$ cat config.mk
export PLATFORM = sky130hd
export DESIGN_NAME = dmem_arb
export DESIGN_NICKNAME = d
export VERILOG_FILES = /design/src/rtl/dmem_arb_pkg.sv /design/src/rtl/dmem_arb_rr_arb2.sv /design/src/rtl/dmem_arb.sv
export SDC_FILE = /design/constraint.sdc
export NUM_CORES = 1
export LEC_CHECK = 0
export CAP_MARGIN = 10
export CORE_AREA = 2 2 91 93
export CTS_CLUSTER_SIZE = 20
export DETAILED_ROUTE_END_ITERATION = 10
export DIE_AREA = 0 0 93 95
export GPL_TIMING_DRIVEN = 0
export PLACE_DENSITY = 0.76
export SLEW_MARGIN = 20
export SYNTH_ARGS = -nofsm -noshare
export SYNTH_HDL_FRONTEND = slang
export SYNTH_HIERARCHICAL = 1
export SYNTH_SLANG_ARGS = --single-unit
$ cat constraint.sdc
create_clock -name CLK -period 5.8 [get_ports CLK]
set_input_delay 1.74 -clock CLK [delete_from_list [all_inputs] [get_ports CLK]]
set_output_delay 1.74 -clock CLK [all_outputs]
set_load 0.05 [all_outputs]
$ cat src/rtl/dmem_arb_pkg.sv
// Shared constants for the data-memory arbiter: port indices and default widths.
// The optional bus-lock feature is enabled by defining DMEM_ARB_LOCK_EN.
package dmem_arb_pkg;

  localparam bit PORT_M0 = 1'b0;
  localparam bit PORT_M1 = 1'b1;

  localparam int DEF_AW = 11;
  localparam int DEF_DW = 32;

endpackage

$ cat src/rtl/dmem_arb_rr_arb2.sv
// Two-way round-robin arbiter holding the priority pointer and, when
// DMEM_ARB_LOCK_EN is defined, the lock owner state.
module rr_arb2
  import dmem_arb_pkg::*;
(
  input  logic       CLK,
  input  logic       RST,
  input  logic [1:0] req,
`ifdef DMEM_ARB_LOCK_EN
  input  logic [1:0] lock,
`endif
  output logic [1:0] gnt
);

  logic pri_q;
  logic pri_d;
  logic win;
  logic any_req;
`ifdef DMEM_ARB_LOCK_EN
  logic locked_q;
  logic locked_d;
  logic owner_q;
  logic owner_d;
`endif

  always_comb begin
    gnt     = 2'b00;
    pri_d   = pri_q;
    any_req = |req;
    win     = (req == 2'b11) ? pri_q : req[PORT_M1];
`ifdef DMEM_ARB_LOCK_EN
    locked_d = locked_q;
    owner_d  = owner_q;
`endif
    if (!RST) begin
`ifdef DMEM_ARB_LOCK_EN
      // The owner keeps the memory until it shows LOCK low, granted or idle.
      if (locked_q) begin
        gnt[owner_q] = req[owner_q];
        locked_d     = lock[owner_q];
      end else if (any_req) begin
        gnt[win] = 1'b1;
        if (lock[win]) begin
          locked_d = 1'b1;
          owner_d  = win;
        end else begin
          pri_d = ~win;
        end
      end
`else
      if (any_req) begin
        gnt[win] = 1'b1;
        pri_d    = ~win;
      end
`endif
    end
  end

  always_ff @(posedge CLK) begin
    if (RST) begin
      pri_q <= PORT_M0;
`ifdef DMEM_ARB_LOCK_EN
      locked_q <= 1'b0;
      owner_q  <= PORT_M0;
`endif
    end else begin
      pri_q <= pri_d;
`ifdef DMEM_ARB_LOCK_EN
      locked_q <= locked_d;
      owner_q  <= owner_d;
`endif
    end
  end

endmodule

$ cat src/rtl/dmem_arb.sv
// Two-master data-memory arbiter: round-robin grant, address/data mux and
// per-port read-valid pipeline. Define DMEM_ARB_LOCK_EN for the M0/M1 LOCK inputs.
module dmem_arb
  import dmem_arb_pkg::*;
#(
  parameter int AW = DEF_AW,
  parameter int DW = DEF_DW
) (
  input  logic          CLK,
  input  logic          RST,
  input  logic          M0_REQ,
  input  logic          M0_WE,
  input  logic [AW-1:0] M0_A,
  input  logic [DW-1:0] M0_D,
  input  logic          M1_REQ,
  input  logic          M1_WE,
  input  logic [AW-1:0] M1_A,
  input  logic [DW-1:0] M1_D,
`ifdef DMEM_ARB_LOCK_EN
  input  logic          M0_LOCK,
  input  logic          M1_LOCK,
`endif
  output logic          M0_GNT,
  output logic          M1_GNT,
  output logic          M0_RVALID,
  output logic          M1_RVALID,
  output logic [DW-1:0] M0_Q,
  output logic [DW-1:0] M1_Q,
  output logic [AW-1:0] DA,
  output logic [DW-1:0] DD,
  output logic          DE,
  input  logic [DW-1:0] DQ
);

  logic [1:0]    gnt;
  logic [1:0]    rv_q;
  logic [AW-1:0] da_q;

  rr_arb2 u_arb (
    .CLK (CLK),
    .RST (RST),
    .req ({M1_REQ, M0_REQ}),
`ifdef DMEM_ARB_LOCK_EN
    .lock({M1_LOCK, M0_LOCK}),
`endif
    .gnt (gnt)
  );

  assign M0_GNT = gnt[PORT_M0];
  assign M1_GNT = gnt[PORT_M1];

  always_comb begin
    DA = da_q;
    DD = '0;
    DE = 1'b0;
    if (gnt[PORT_M0]) begin
      DA = M0_A;
      DD = M0_D;
      DE = M0_WE;
    end else if (gnt[PORT_M1]) begin
      DA = M1_A;
      DD = M1_D;
      DE = M1_WE;
    end
  end

  // Remember the owner of each read so returning data goes to the right port.
  always_ff @(posedge CLK) begin
    if (RST) begin
      da_q <= '0;
      rv_q <= 2'b00;
    end else begin
      if (|gnt) da_q <= DA;
      rv_q[PORT_M0] <= gnt[PORT_M0] & ~M0_WE;
      rv_q[PORT_M1] <= gnt[PORT_M1] & ~M1_WE;
    end
  end

  assign M0_RVALID = rv_q[PORT_M0] & ~RST;
  assign M1_RVALID = rv_q[PORT_M1] & ~RST;
  assign M0_Q      = DQ;
  assign M1_Q      = DQ;

endmodule

Word level (Yosys, flattened, before mapping)
Index checks and enable logic that the tools add are counted.
{ "totals": {"ff_bits": 14, "inputBits": 124, "wordCells": 28, "out_inout_bits": 112} }
{ "op_classes": {"n_mux": 11, "magnitude_cmp": 2, "n_bitwise": 8, "n_eq_ne": 1, "n_reduce_logical": 3} }
{ "op_table": {"columns": ["cell", "count"], "rows": [
  ["$mux 32", 2],
  ["$mux 11", 2],
  ["$and 1x1->1", 4],
  ["$mux 1", 4],
  ["$mux 2", 2],
  ["$not 1->1", 4],
  ["$reduce_or 2->1", 2],
  ["$eq 2x2->1 const B", 1],
  ["$lt 1x2->1 const B", 1],
  ["$demux 1 s1", 1],
  ["$ge 1x1->1 const B", 1],
  ["$logic_and 1x1->1", 1]
]} }

Logic depth before layout (Yosys ltp)
Gate-level depths: netlist (run 1).
{ "depth": {"depth_word": 10, "depth_mapped": 7, "depth_no_buf": 4} }

Cells and area by module
The synthesis (run 1) kept the hierarchy.
{ "modules_own_cells": {"columns": ["mod", "seq_area_each_um2", "n_inst", "cells_each", "area_each_um2"], "rows": [
  ["dmem_arb", 260.2, 1, 173, 1453.9],
  ["rr_arb2", 20.0, 1, 7, 61.3]
]} }

Worst setup path after synthesis (run 1)
OpenSTA, ideal clock, no wires.
{ "synth_path": {"path_kind": "input -> output", "startpoint": "input M0_REQ", "endpoint": "output DA[0]", "cell_stages": 5, "path_buffers": 1, "t_arrival_ps": 4547, "t_required_ps": 4060, "path_slack_ps": -487, "cell_sequence": "nor2b_1 -> nor3b_1 -> buf_6 -> mux2i_1 -> a21oi_1"} }
{ "synth_via": {"elab_chain_cells": 10, "word_cells_on_any_way": 12, "cone_classes": "2 x order compare; 1 x eq/ne; 7 x mux; 2 x reduce/logical"} }
{ "synth_rtl": {"columns": ["element", "line_no", "source"], "rows": [
  ["start, declared", "dmem_arb.sv:11", "input logic M0_REQ,"],
  ["$eq 2x2->1", "dmem_arb_rr_arb2.sv:30", "win = (req == 2'b11) ? pri_q : req[PORT_M1];"],
  ["$mux 1", "dmem_arb_rr_arb2.sv:30", null],
  ["$lt 1x2->1 (implied by the code) / $ge 1x1->1 (equally long branches)", "dmem_arb_rr_arb2.sv:52", "gnt[win] = 1'b1;"],
  ["$logic_and 1x1->1 (implied by the code)", "dmem_arb_rr_arb2.sv:52", null],
  ["$mux 1 (implied by the code)", "dmem_arb_rr_arb2.sv:52", null],
  ["$demux 1 s1", null, null],
  ["$mux 2 *", "dmem_arb_rr_arb2.sv:51", "if (any_req) begin"],
  ["$mux 2 *", "dmem_arb_rr_arb2.sv:35", "if (!RST) begin"],
  ["named net M1_GNT", "dmem_arb.sv:24", "output logic M1_GNT,"],
  ["$mux 11 *", "dmem_arb.sv:60", "end else if (gnt[PORT_M1]) begin"],
  ["$mux 11 *", "dmem_arb.sv:56", "if (gnt[PORT_M0]) begin"],
  ["end, declared", "dmem_arb.sv:29", "output logic [AW-1:0] DA,"]
]} }
The timed path passes the listed nets; every way through them passes the cells marked *.

Worst setup path in the final report (run 1)
{ "layout_path": {"startpoint": "input RST", "endpoint": "output DD[31]"} }
{ "layout_via": {"elab_chain_cells": 3} }
{ "layout_rtl": {"columns": ["element", "line_no", "source"], "rows": [
  ["start, declared", "dmem_arb.sv:10", "input logic RST,"],
  ["$mux 2 *", "dmem_arb_rr_arb2.sv:35", null],
  ["$mux 32", "dmem_arb.sv:60", null],
  ["$mux 32 *", "dmem_arb.sv:56", null],
  ["end, declared", "dmem_arb.sv:30", "output logic [DW-1:0] DD,"]
]} }
Mark *: on every way between the ends. The rest lies on a longest branch, timed or not.

==> run summary, run 1 <==
Vias - 2022
Setup repair after global routing missed its margin - no
Antenna Cells - 0
Vias in the first global route - 1981
Final period util - 0.976
Critical Path Fanout Max - 10
Starting Density - 0.191
Yosys top cell area share - 0.332
Pint - 0.313 mW
Post-synthesis average cell area - 8.42 um2
CTS max path bufs - 2
Final Core Density - 0.445
Hold Slack - 0.591 ns
Mapped Nets - 304
Fillers - 812
Worst Clk Skew - 0.000420 ns
Predominant post-synthesis flop cell - dfxtp_1
Worst endpoint required time - 4.06 ns
Total design power - 0.592 mW
DP HPWL - 6020 um
Htree depth - 1
Sequential power share - 0.178
CORE AREA - 7930 um2
Clock latency on the worst-skew pair - 0.24 ns
Rows - 33
Post-synth top area cell - buf_4
Root buffer cell - clkbuf_8
Antenna violations before repair - 0
Top cells by count, synth - buf_4 (67), a22o_1 (33), nor2b_1 (16)
Endpoint class of the critical path - output pin
Fin cells - 491
GP Congestion - 0.792
CTS Buf Count - 3
Vias per cell - 4.12
Final slew viol count - 0
CTS tree - yes
Post-DRT Antenna Nets - 0
Register Area - 280 um2
Flops & latches, synth - 14
First DRT Iteration DRCs - 27
Die W - 93 um
I/O Pins - 236
First-pass GRT wire length - 9670 um
Reg clk slew, reported paths - 0.06 ns
Power Density - 168 nW/um2
Peak VDD IR - 0.0716 mV
Max cap viols - 0
Area of the multi-input gates - 691 um2
Register area share after synthesis - 0.185
Largest net degree at the start of global routing - 11
GRT Residual Overflow - 0
Tightest Pin Transition - 0.552 ns
Worst Path Arrival - 3.92 ns
Yosys Warn Count - 6
Hold Buf Count CTS - 0
Area Growth Syn to Fin - 133%
Pre-antenna DRT Iters - 4
Distinct cell type count after synthesis - 14
Layout cells sized above 1 - 0.316
Ranking of synthesized cells by area - buf_4 (33%), a22o_1 (19%), dfxtp_1 (18%), mux2i_1 (7.3%), nor2b_1 (6.6%)
Final Setup Violations - 0
Startpoint Class - input port
Clock share of power - 0.138
Fmax - 177 MHz
# DRC - 0
Setup slack at placement - -0.360 ns
Status - finished clean
Switching part of the total - 0.472
Die Ht - 95 um
Final Hold Fails - 0
Tot GR Track Use - 0.138
Gate power share - 0.684
Sw Pwr - 0.280 mW
Pleak - 1.56 nW
Number of synthesized flops with an enable pin - 0
Rel. slew slack - 0.631
Cells after Synth - 180
Async set or reset register ratio after synthesis - 0
Post-Place Cells - 488
Sinks on the clock net - 14
Wire per inst - 14.2 um
DRT Wirelength - 6980 um
Top-count cell post-synth - buf_4
Final net count - 512
Post-synthesis cell area - 1520 um2
Die ar. - 8840 um2
Final min period - 5.66 ns
Port Buffer Count - 203
Worst setup margin - 0.142 ns
HP Class - reg -> reg
Critical path class - in -> out
-- area by class of cell --
class                           count  share of cell area
Sequential cell                    14              0.0794
Tap cell                          105              0.0372
Timing Repair Buffer              203               0.516
Buffer                             77               0.158
Clock buffer                        3              0.0117
Inverter                            2             0.00213
Multi-Input combinational cell     87               0.196
-- final timing paths --
kind / start / to / slack [ns] / cells past startpoint
setup / recovery: RST / DD[31] / 0.14 / 6
hold / removal: da_q[7]$_SDFFE_PP0P_ / da_q[7]$_SDFFE_PP0P_ / 0.59 / 2
setup reg to reg: u_arb/pri_q$_SDFFE_PP0P_ / da_q[4]$_SDFFE_PP0P_ / 4.27 / 5
hold reg to reg: da_q[7]$_SDFFE_PP0P_ / da_q[7]$_SDFFE_PP0P_ / 0.59 / 2
-- repair_timing --
action,CTS,global route
pin swaps,0,0
gates cloned,0,0
endpoints found under the setup margin,44,41
setup buffers,0,0
resized for setup,48,84
-- routing by layer --
layer  global-route usage  share of wire
met1                0.154           0.36
met2                0.245           0.51
met3               0.0559           0.12
met4               0.0355         0.0076
met5                    0              0
-- worst max-delay path, cell delays in order --
cell and delay (ns):
clkdlybuf4s50_1 0.61, a211oi_2 0.27, buf_2 0.28, clkbuf_2 0.28
a22o_1 0.18, dlygate4sd2_1 0.55
-- kinds of logic after synthesis --
group / Yosys count / share of synthesized area
muxes: 11 / 0.0727
AOI/OAI and AO/OA: 57 / 0.293
buffers and inverters: 79 / 0.370
DFF: 14 / 0.185
and+or+nand+nor: 19 / 0.0793
-- flip-flops by register name (all words and copies together) (netlist names) --
register,count
da_q,11
rv_q,2
u_arb/pri_q,1
-- power by group through the flow --
| stage | combinational [mW] | sequential, mW | clock (mW) |
|---|---|---|---|
| after global placement | 0.427 | 0.107 | 0 |
| final | 0.405 | 0.106 | 0.0816 |
| after CTS | 0.414 | 0.105 | 0.0828 |
| after global routing | 0.423 | 0.106 | 0.0873 |
| after detailed placement | 0.430 | 0.108 | 0 |
| after floorplan | 0.262 | 0.107 | 0 |
-- cell usage in the layout, fill, tap and decap left out, types with 2 or more instances in the layout --
master / synthesis / final
clkdlybuf4s50_1: 0 / 159
dfxtp_1: 14 / 14
clkbuf_8: 0 / 3
buf_2: 4 / 4
inv_1: 2 / 2
a22o_1: 33 / 33
clkbuf_1: 5 / 2
nor2b_1: 16 / 16
clkbuf_2: 0 / 44
buf_4: 67 / 67
a211oi_1: 12 / 11
dlygate4sd2_1: 0 / 3
mux2i_1: 11 / 11
a21oi_1: 11 / 11
-- stage by stage --
stage                     TNS, ns  instance area [um2]
after floorplan                 0                 1530
after global placement     -10.37                 3690
after detailed placement   -12.67                 3690
after CTS                       0                 3680
after global routing            0                 3530
final                           0                 3530
(Power assumes the default switching activity.)
==> inputs of run 2 (changes only) <==
--- a/config.mk
+++ b/config.mk
@@ -17,3 +17,4 @@
 export SYNTH_HDL_FRONTEND = slang
 export SYNTH_HIERARCHICAL = 1
 export SYNTH_SLANG_ARGS = --single-unit
+export TNS_END_PERCENT = 100
==> results of run 2 <==
Final layout, timing and power as in run 1 (identical DEF).
==> inputs of run 3 (changes only) <==
--- a/config.mk
+++ b/config.mk
@@ -11,6 +11,7 @@
 export DETAILED_ROUTE_END_ITERATION = 10
 export DIE_AREA = 0 0 93 95
 export GPL_TIMING_DRIVEN = 0
+export HOLD_SLACK_MARGIN = 0.15
 export PLACE_DENSITY = 0.76
 export SLEW_MARGIN = 20
 export SYNTH_ARGS = -nofsm -noshare
==> results of run 3 <==
Final layout, timing and power as in run 1 (identical DEF).
